File: config.mk
export PLATFORM = sky130hd
export DESIGN_NAME = ddr_traffic_gen
export DESIGN_NICKNAME = d
export VERILOG_FILES = /design/src/rtl/ddr_traffic_gen_pkg.sv /design/src/rtl/ddr_traffic_gen_fifo.sv /design/src/rtl/ddr_traffic_gen.sv
export SDC_FILE = /design/constraint.sdc
export NUM_CORES = 1
export LEC_CHECK = 0
export BUFFER_PORTS_ARGS = -buffer_cell sky130_fd_sc_hd__buf_4
export CAP_MARGIN = 20
export CORE_MARGIN = 3
export CORE_UTILIZATION = 45
export CTS_CLUSTER_DIAMETER = 30
export DETAILED_ROUTE_END_ITERATION = 7
export HOLD_SLACK_MARGIN = 0.08
export REMOVE_ABC_BUFFERS = 1
export SETUP_SLACK_MARGIN = 0.3
export SLEW_MARGIN = 20
export SYNTH_ARGS = -nofsm -noshare
export SYNTH_HDL_FRONTEND = slang
export SYNTH_SLANG_ARGS = --single-unit
File: constraint.sdc
create_clock -name clock_n -period 5.7 [get_ports clock_n]
set_clock_uncertainty 0.2 [all_clocks]
set_input_delay 0.57 -clock clock_n [delete_from_list [all_inputs] [get_ports clock_n]]
set_output_delay 0.57 -clock clock_n [all_outputs]
set_load 0.05 [all_outputs]
File: src/rtl/ddr_traffic_gen_pkg.sv
// Shared types for the DDR4 traffic generator.
// Command direction, generator modes, FSM states and the LFSR step.
package ddr_traffic_gen_pkg;

  typedef enum logic {
    READ  = 1'b0,
    WRITE = 1'b1
  } rw_type;

  typedef enum logic [1:0] {
    SEQ_WR     = 2'd0,
    SEQ_RD     = 2'd1,
    WR_THEN_RD = 2'd2,
    RANDOM     = 2'd3
  } tg_mode_e;

  typedef enum logic [2:0] {
    IDLE,
    ISSUE,
    GAP,
    DRAIN,
    DONE
  } tg_state_e;

  // Galois form of x^32 + x^22 + x^2 + x + 1
  localparam logic [31:0] LFSR_TAPS = 32'h8020_0003;

  function automatic logic [31:0] lfsr_step(
    input logic [31:0] v
  );
    logic [31:0] s;
    s = v >> 1;
    if (v[0]) s = s ^ LFSR_TAPS;
    return s;
  endfunction

endpackage

File: src/rtl/ddr_traffic_gen_fifo.sv
// Expected-read queue for the traffic generator.
// Holds read patterns in issue order; flush is synchronous.
module tg_expect_fifo #(
  parameter int DEPTH = 8,
  parameter int W     = 64
) (
  input  logic         clk,
  input  logic         rst_n,
  input  logic         flush,
  input  logic         push,
  input  logic         pop,
  input  logic [W-1:0] wdata,
  output logic [W-1:0] head,
  output logic         full,
  output logic         empty
);

  localparam int AW = $clog2(DEPTH);

  logic [W-1:0] mem [DEPTH];
  logic [AW:0]  wp;
  logic [AW:0]  rp;
  logic         do_push;
  logic         do_pop;

  assign empty   = (wp == rp);
  assign full    = (wp[AW] != rp[AW]) &&
                   (wp[AW-1:0] == rp[AW-1:0]);
  assign head    = mem[rp[AW-1:0]];
  assign do_push = push && !full && !flush;
  assign do_pop  = pop && !empty && !flush;

  always_ff @(posedge clk or negedge rst_n) begin
    if (!rst_n) begin
      wp <= '0;
      rp <= '0;
    end else if (flush) begin
      wp <= '0;
      rp <= '0;
    end else begin
      if (do_push) wp <= wp + (AW+1)'(1);
      if (do_pop)  rp <= rp + (AW+1)'(1);
    end
  end

  always_ff @(posedge clk) begin
    if (do_push) mem[wp[AW-1:0]] <= wdata;
  end

endmodule

File: src/rtl/ddr_traffic_gen.sv
// Traffic generator driving act_cmd/address/data into the DDR4 controller.
// Issues N commands per pass under dev_busy and checks read returns.
module ddr_traffic_gen
  import ddr_traffic_gen_pkg::*;
#(
  parameter int              ADDR_W      = 32,
  parameter int              DATA_W      = 64,
  parameter int              CNT_W       = 16,
  parameter int              GAP_CYC     = 8,
  parameter logic [ADDR_W-1:0] BASE_ADDR   = 32'h2000_0000,
  parameter logic [ADDR_W-1:0] ADDR_STRIDE = 32'h0000_0040,
  parameter logic [31:0]     LFSR_SEED   = 32'hACE1_0001,
  parameter int              Q_DEPTH     = 8,
  parameter int              DRAIN_TO    = 1024
) (
  input  logic              clock_n,
  input  logic              reset_n,
  input  logic              start,
  input  logic [1:0]        mode,
  input  logic [CNT_W-1:0]  num_txn,
  input  logic              dev_busy,
  output logic              act_cmd,
  output logic [ADDR_W-1:0] physical_addr,
  output logic [DATA_W-1:0] data_wr,
  output rw_type            rw,
  input  logic              rd_data_valid,
  input  logic [DATA_W-1:0] rd_data,
  output logic              busy,
  output logic              done,
  output logic              error,
  output logic [CNT_W-1:0]  err_count,
  output logic [CNT_W-1:0]  txn_count
);

  localparam int GW = $clog2(GAP_CYC + 1);
  localparam int DW = $clog2(DRAIN_TO + 1);

  tg_state_e         state;
  tg_state_e         state_nx;
  tg_mode_e          mode_q;
  logic [CNT_W-1:0]  num_q;
  logic [CNT_W-1:0]  idx;
  logic              pass2;
  logic [ADDR_W-1:0] nxt_addr;
  logic [31:0]       lfsr;
  logic [31:0]       lfsr_nx;
  logic [GW-1:0]     gap_cnt;
  logic [DW-1:0]     drain_cnt;

  logic              start_ok;
  logic              can_issue;
  logic              gap_end;
  logic              pass_done;
  logic              more_pass;
  logic              drain_exp;
  logic              done_nx;
  logic [ADDR_W-1:0] cmd_addr;
  rw_type            cmd_rw;

  logic              q_push;
  logic              q_pop;
  logic              q_full;
  logic              q_empty;
  logic [DATA_W-1:0] q_head;
  logic              mism;
  logic              unexp;
  logic [1:0]        err_inc;

  function automatic logic [CNT_W-1:0] sat_add(
    input logic [CNT_W-1:0] a,
    input logic [1:0]       b
  );
    logic [CNT_W:0] s;
    s = {1'b0, a} + (CNT_W+1)'(b);
    return s[CNT_W] ? '1 : s[CNT_W-1:0];
  endfunction

  assign start_ok  = start && (state == IDLE || state == DONE);
  assign can_issue = (state == ISSUE) && !dev_busy && !q_full;
  assign gap_end   = (state == GAP) &&
                     (gap_cnt == GW'(GAP_CYC - 1));
  assign pass_done = (idx == num_q);
  assign more_pass = (mode_q == WR_THEN_RD) && !pass2;
  assign drain_exp = (state == DRAIN) && !q_empty &&
                     (drain_cnt == DW'(DRAIN_TO - 1));
  assign busy      = (state == ISSUE) || (state == GAP) ||
                     (state == DRAIN);
  assign lfsr_nx   = lfsr_step(lfsr);

  always_ff @(posedge clock_n or negedge reset_n) begin
    if (!reset_n) state <= IDLE;
    else          state <= state_nx;
  end

  always_comb begin
    state_nx = state;
    unique case (state)
      IDLE, DONE: begin
        if (start) state_nx = (num_txn == '0) ? DONE : ISSUE;
      end
      ISSUE: if (can_issue) state_nx = GAP;
      GAP: begin
        if (gap_end)
          state_nx = (!pass_done || more_pass) ? ISSUE : DRAIN;
      end
      DRAIN: if (q_empty || drain_exp) state_nx = DONE;
      default: state_nx = IDLE;
    endcase
  end

  assign done_nx = (state_nx == DONE) &&
                   ((state != DONE) || start_ok);

  always_comb begin
    cmd_rw   = READ;
    cmd_addr = nxt_addr;
    unique case (1'b1)
      mode_q == SEQ_WR:     cmd_rw = WRITE;
      mode_q == SEQ_RD:     cmd_rw = READ;
      mode_q == WR_THEN_RD: cmd_rw = pass2 ? READ : WRITE;
      default: begin
        cmd_rw   = rw_type'(lfsr_nx[0]);
        cmd_addr = ADDR_W'(lfsr_nx) & ~(ADDR_STRIDE - 1'b1);
      end
    endcase
  end

  // Only second-pass reads of WR_THEN_RD carry an expected pattern
  assign q_push  = can_issue && (mode_q == WR_THEN_RD) && pass2;
  assign q_pop   = rd_data_valid && !q_empty;
  assign mism    = q_pop && (rd_data != q_head);
  assign unexp   = rd_data_valid && q_empty &&
                   (mode_q == WR_THEN_RD);
  assign err_inc = {1'b0, mism | unexp} + {1'b0, drain_exp};

  tg_expect_fifo #(
    .DEPTH (Q_DEPTH),
    .W     (DATA_W)
  ) u_fifo (
    .clk   (clock_n),
    .rst_n (reset_n),
    .flush (start_ok),
    .push  (q_push),
    .pop   (q_pop),
    .wdata ({cmd_addr, cmd_addr}),
    .head  (q_head),
    .full  (q_full),
    .empty (q_empty)
  );

  always_ff @(posedge clock_n or negedge reset_n) begin
    if (!reset_n) begin
      act_cmd       <= 1'b0;
      done          <= 1'b0;
      error         <= 1'b0;
      err_count     <= '0;
      txn_count     <= '0;
      physical_addr <= '0;
      data_wr       <= '0;
      rw            <= READ;
      mode_q        <= SEQ_WR;
      num_q         <= '0;
      idx           <= '0;
      pass2         <= 1'b0;
      nxt_addr      <= BASE_ADDR;
      lfsr          <= LFSR_SEED;
      gap_cnt       <= '0;
      drain_cnt     <= '0;
    end else begin
      act_cmd <= can_issue;
      done    <= done_nx;
      if (start_ok) begin
        mode_q    <= tg_mode_e'(mode);
        num_q     <= num_txn;
        idx       <= '0;
        pass2     <= 1'b0;
        nxt_addr  <= BASE_ADDR;
        txn_count <= '0;
        err_count <= '0;
        error     <= 1'b0;
      end else begin
        if (can_issue) begin
          physical_addr <= cmd_addr;
          data_wr       <= {cmd_addr, cmd_addr};
          rw            <= cmd_rw;
          txn_count     <= txn_count + 1'b1;
          idx           <= idx + 1'b1;
          nxt_addr      <= nxt_addr + ADDR_STRIDE;
          gap_cnt       <= '0;
          if (mode_q == RANDOM) lfsr <= lfsr_nx;
        end
        if (state == GAP) begin
          gap_cnt <= gap_cnt + 1'b1;
          if (gap_end && pass_done && more_pass) begin
            pass2    <= 1'b1;
            idx      <= '0;
            nxt_addr <= BASE_ADDR;
          end
        end
        if (state != DRAIN) drain_cnt <= '0;
        else                drain_cnt <= drain_cnt + 1'b1;
        if (err_inc != 2'd0) begin
          error     <= 1'b1;
          err_count <= sat_add(err_count, err_inc);
        end
      end
    end
  end

endmodule

==> results.txt <==
Status: completed
Detail Placement HPWL: 27.51 mm
Chip Width: 205.3 µm
CTS root buffer: clkbuf_16
Fillers: 3112
CP endpoint kind: register
Critical path buffers and inverters: 2
Nets@finish: 1723
Post-synth EDFFs: 216
Sequential area share after synthesis: 0.6184
Total CTS buffers: 83
Drt first pass iters: 5
Overflow after GRT: 0
Top cell type by total area after synthesis: edfxtp_1
Synth cell types: 71
Yosys top cell area share: 0.3629
Slew @ Worst Pin: 1.039 ns
Post-synth top flop: edfxtp_1
RSZ-0062 raised after global routing: false
CP max stage delay: 0.58 ns
Clock buffer depth: 3
Slowest CP cell: dfrtp_4
Crit Path Category: reg -> reg
Post-Synthesis Cells: 1377
Drt wl/cell: 19.64 µm
HP Start: start
Initial Util: 0.4593
Ys async rst share: 0.4573
R2r startpoint: u_fifo.rp[1]
Die Span Y: 205.3 µm
Leakage: 9.814 nW
Max transition margin: 0.3073
FF+latch count, synth: 398
Most common cell after layout, fill and taps aside: buf_4
PortBufs: 219
CTS tree: yes
Die area: 42150 µm²
Final period util: 0.8885
Critical Path Stages: 17
CP cell instances: buf_4, mux4_2, mux2i_1, or4_1, nand2_1, nand4_1, nor4_2, a31o_1, ha_1, ha_1, inv_1, fa_1, or3_1, or3_1, a21oi_1, nor2_1, a211oi_1
Hold/Removal Path Class: in -> reg
DR DRC count: 0
Syn-to-layout area delta: 27.99%
Area occupied by registers: 11060 µm²
End of the critical path: err_count[7]
Max Slew Vio Count: 0
Overall routing resource usage: 0.2058
Antenna cell count: 0
Post-route ant nets: 0
Tmin final: 5.065 ns
Critical path launch point: u_fifo.rp[1]
Setup slack, reg-to-reg: 0.64 ns
Setup TNS: 0 ns
GP Congestion: 0.7901
Critical R2R Capture: err_count[7]
Worst Path Max Fanout: 11
Layout Utilization: 0.5879
Cell Area, Synth: 17870 µm²
DR vias/cell: 5.266
Worst Reg2Reg Path Length in Cells: 17
Share of cells above drive strength 1: 0.3166
CP required: 5.96 ns
Top post-synthesis cells by area: edfxtp_1, dfrtp_1, mux4_2
Commonest non-fill, non-tap cells in the layout: buf_4, edfxtp_1, nand2_1, dfrtp_1, nor2_1
Final WL: 43.42 mm
Global-route wire length before repair: 67.26 mm
Final-report setup violation count: 0
H-tree depth: 3
Syn Area/Cell: 12.98 µm²
Arrival time at the worst endpoint: 5.33 ns
PwrDens: 459.1 nW/µm²
Placeable Area: 38920 µm²
Vias in the first global route: 11980
CP startpoint kind: register
Initial antenna violation count: 1
Clk sinks: 398
# rows: 72
Max-Cap Viols: 0
Clock Pin Slew Worst Setup and Hold Paths: 0.05 ns
Via count: 11640
CP top delay family: simple AND/OR/NAND/NOR gates
Worst-skew pair later-pin latency: 0.58 ns
Final hold vios: 0
Top Ports: 220
Iteration-0 DRC count of the detailed router: 796
Multi-input gate area: 6050 µm²
Ys Warns: 0
Maximum vdd ir drop: 0.2283 mV
Largest net degree at the start of global routing: 120
Fmax: 0.1975 GHz
==> Yosys cell counts, types with 7 or more instances <==
| library cell | count |
|---|---|
| nand3_1 | 33 |
| xor2_1 | 74 |
| nand2_1 | 198 |
| a31oi_1 | 8 |
| o21ai_0 | 32 |
| nand4_1 | 30 |
| and3_1 | 21 |
| edfxtp_1 | 216 |
| nor3_1 | 15 |
| ha_1 | 11 |
| mux4_2 | 39 |
| xnor2_1 | 28 |
| dfstp_2 | 10 |
| nor2_1 | 105 |
| inv_1 | 12 |
| o22ai_1 | 15 |
| mux2_2 | 56 |
| nor4_1 | 18 |
| mux2i_1 | 42 |
| buf_4 | 71 |
| dfrtp_1 | 172 |
| clkbuf_1 | 27 |
| or3_1 | 7 |
| a21oi_1 | 35 |
| buf_2 | 14 |
==> logic make-up (layout without fill, tap and decap cells) <==
kind of cell,count (synthesis),after routing,synth area share
compound gates,122,122,0.04221
xor+xnor,102,102,0.04998
fa+ha+maj,12,12,0.008820
buf+inv,137,446,0.04816
flops,398,398,0.6184
mux,145,145,0.1133
other cells,1,8,0.0002098
simple gates,460,460,0.1190
==> stage by stage <==
| step | worst slack (ns) | total power [mW] | hold WS [ns] | std cells | cell area, µm² |
|---|---|---|---|---|---|
| 2_1_floorplan | -1.155 | 4.902 | 0.07441 | 1261 | 17090 |
| 3_5_place_dp | 0.2908 | 5.684 | 0.2661 | 2027 | 19710 |
| 4_1_cts | 0.3817 | 10.56 | 0.1624 | 2202 | 22790 |
| 6_report | 0.6355 | 10.50 | 0.1831 | 2211 | 22880 |
| 5_1_grt | 0.3442 | 10.94 | 0.1839 | 2211 | 22880 |
| 3_3_place_gp | 0.4238 | 5.652 | 0.2623 | 2027 | 19710 |
==> metal layers <==
| metal | vias to the layer above | global-route usage | share of wire |
|---|---|---|---|
| met5 | - | 0 | 0 |
| met4 | 0 | 0.06419 | 0.017 |
| met3 | 46 | 0.03370 | 0.046 |
| met2 | 293 | 0.3356 | 0.49 |
| met1 | 5868 | 0.2853 | 0.45 |
| li1 | 5436 | - | - |
==> repair_timing <==
| action | 4_1_cts | 5_1_grt |
|---|---|---|
| buffers inserted | 1 | 9 |
| resized for setup | 0 | 5 |
| hold buffers | 20 | 0 |
| endpoints found under the setup margin | 1 | 7 |
| endpoints found under the hold margin | 127 | 0 |
==> cell type report <==
type                       count  area share
clock buffer                 100     0.09817
clock inverter                54     0.02718
tap                          518     0.02833
multi-input combinational    849      0.2644
inverter                      14    0.002297
sequential                   398      0.4834
timing repair buffer         278     0.09620
==> state kept, by name, summed over array words and instances (netlist names) <==
register       cells
gap_cnt            4
u_fifo.wp          4
pass2              1
err_count         16
state              3
txn_count         16
physical_addr     26
drain_cnt         11
rw                 1
idx               16
data_wr            1
lfsr              32
error              1
done               1
u_fifo.rp          4
u_fifo.mem       216
act_cmd            1
nxt_addr          26
num_q             16
mode_q             2
==> worst min-delay path by stage <==
stage	end	slack, ns	cells after the start
6_report	state[2]	0.18	3
5_1_grt	state[2]	0.18	3
4_1_cts	state[2]	0.16	3
3_5_place_dp	drain_cnt[10]	0.27	1
3_3_place_gp	drain_cnt[10]	0.26	1
2_1_floorplan	act_cmd	0.07	0
==> worst min-delay path, delay by kind of cell <==
| kind | cells | cell delay [ns] |
|---|---|---|
| buf+inv | 2 | 0.19 |
| compound gates | 1 | 0.15 |
==> power by group <==
group          internal, mW  total (mW)  leakage (nW)  switching, mW
combinational         0.864        2.25          3.92           1.39
sequential             3.23        3.43          4.50          0.199
clock                  3.27        4.82          1.39           1.55
Power figures use the tool's default switching activity.
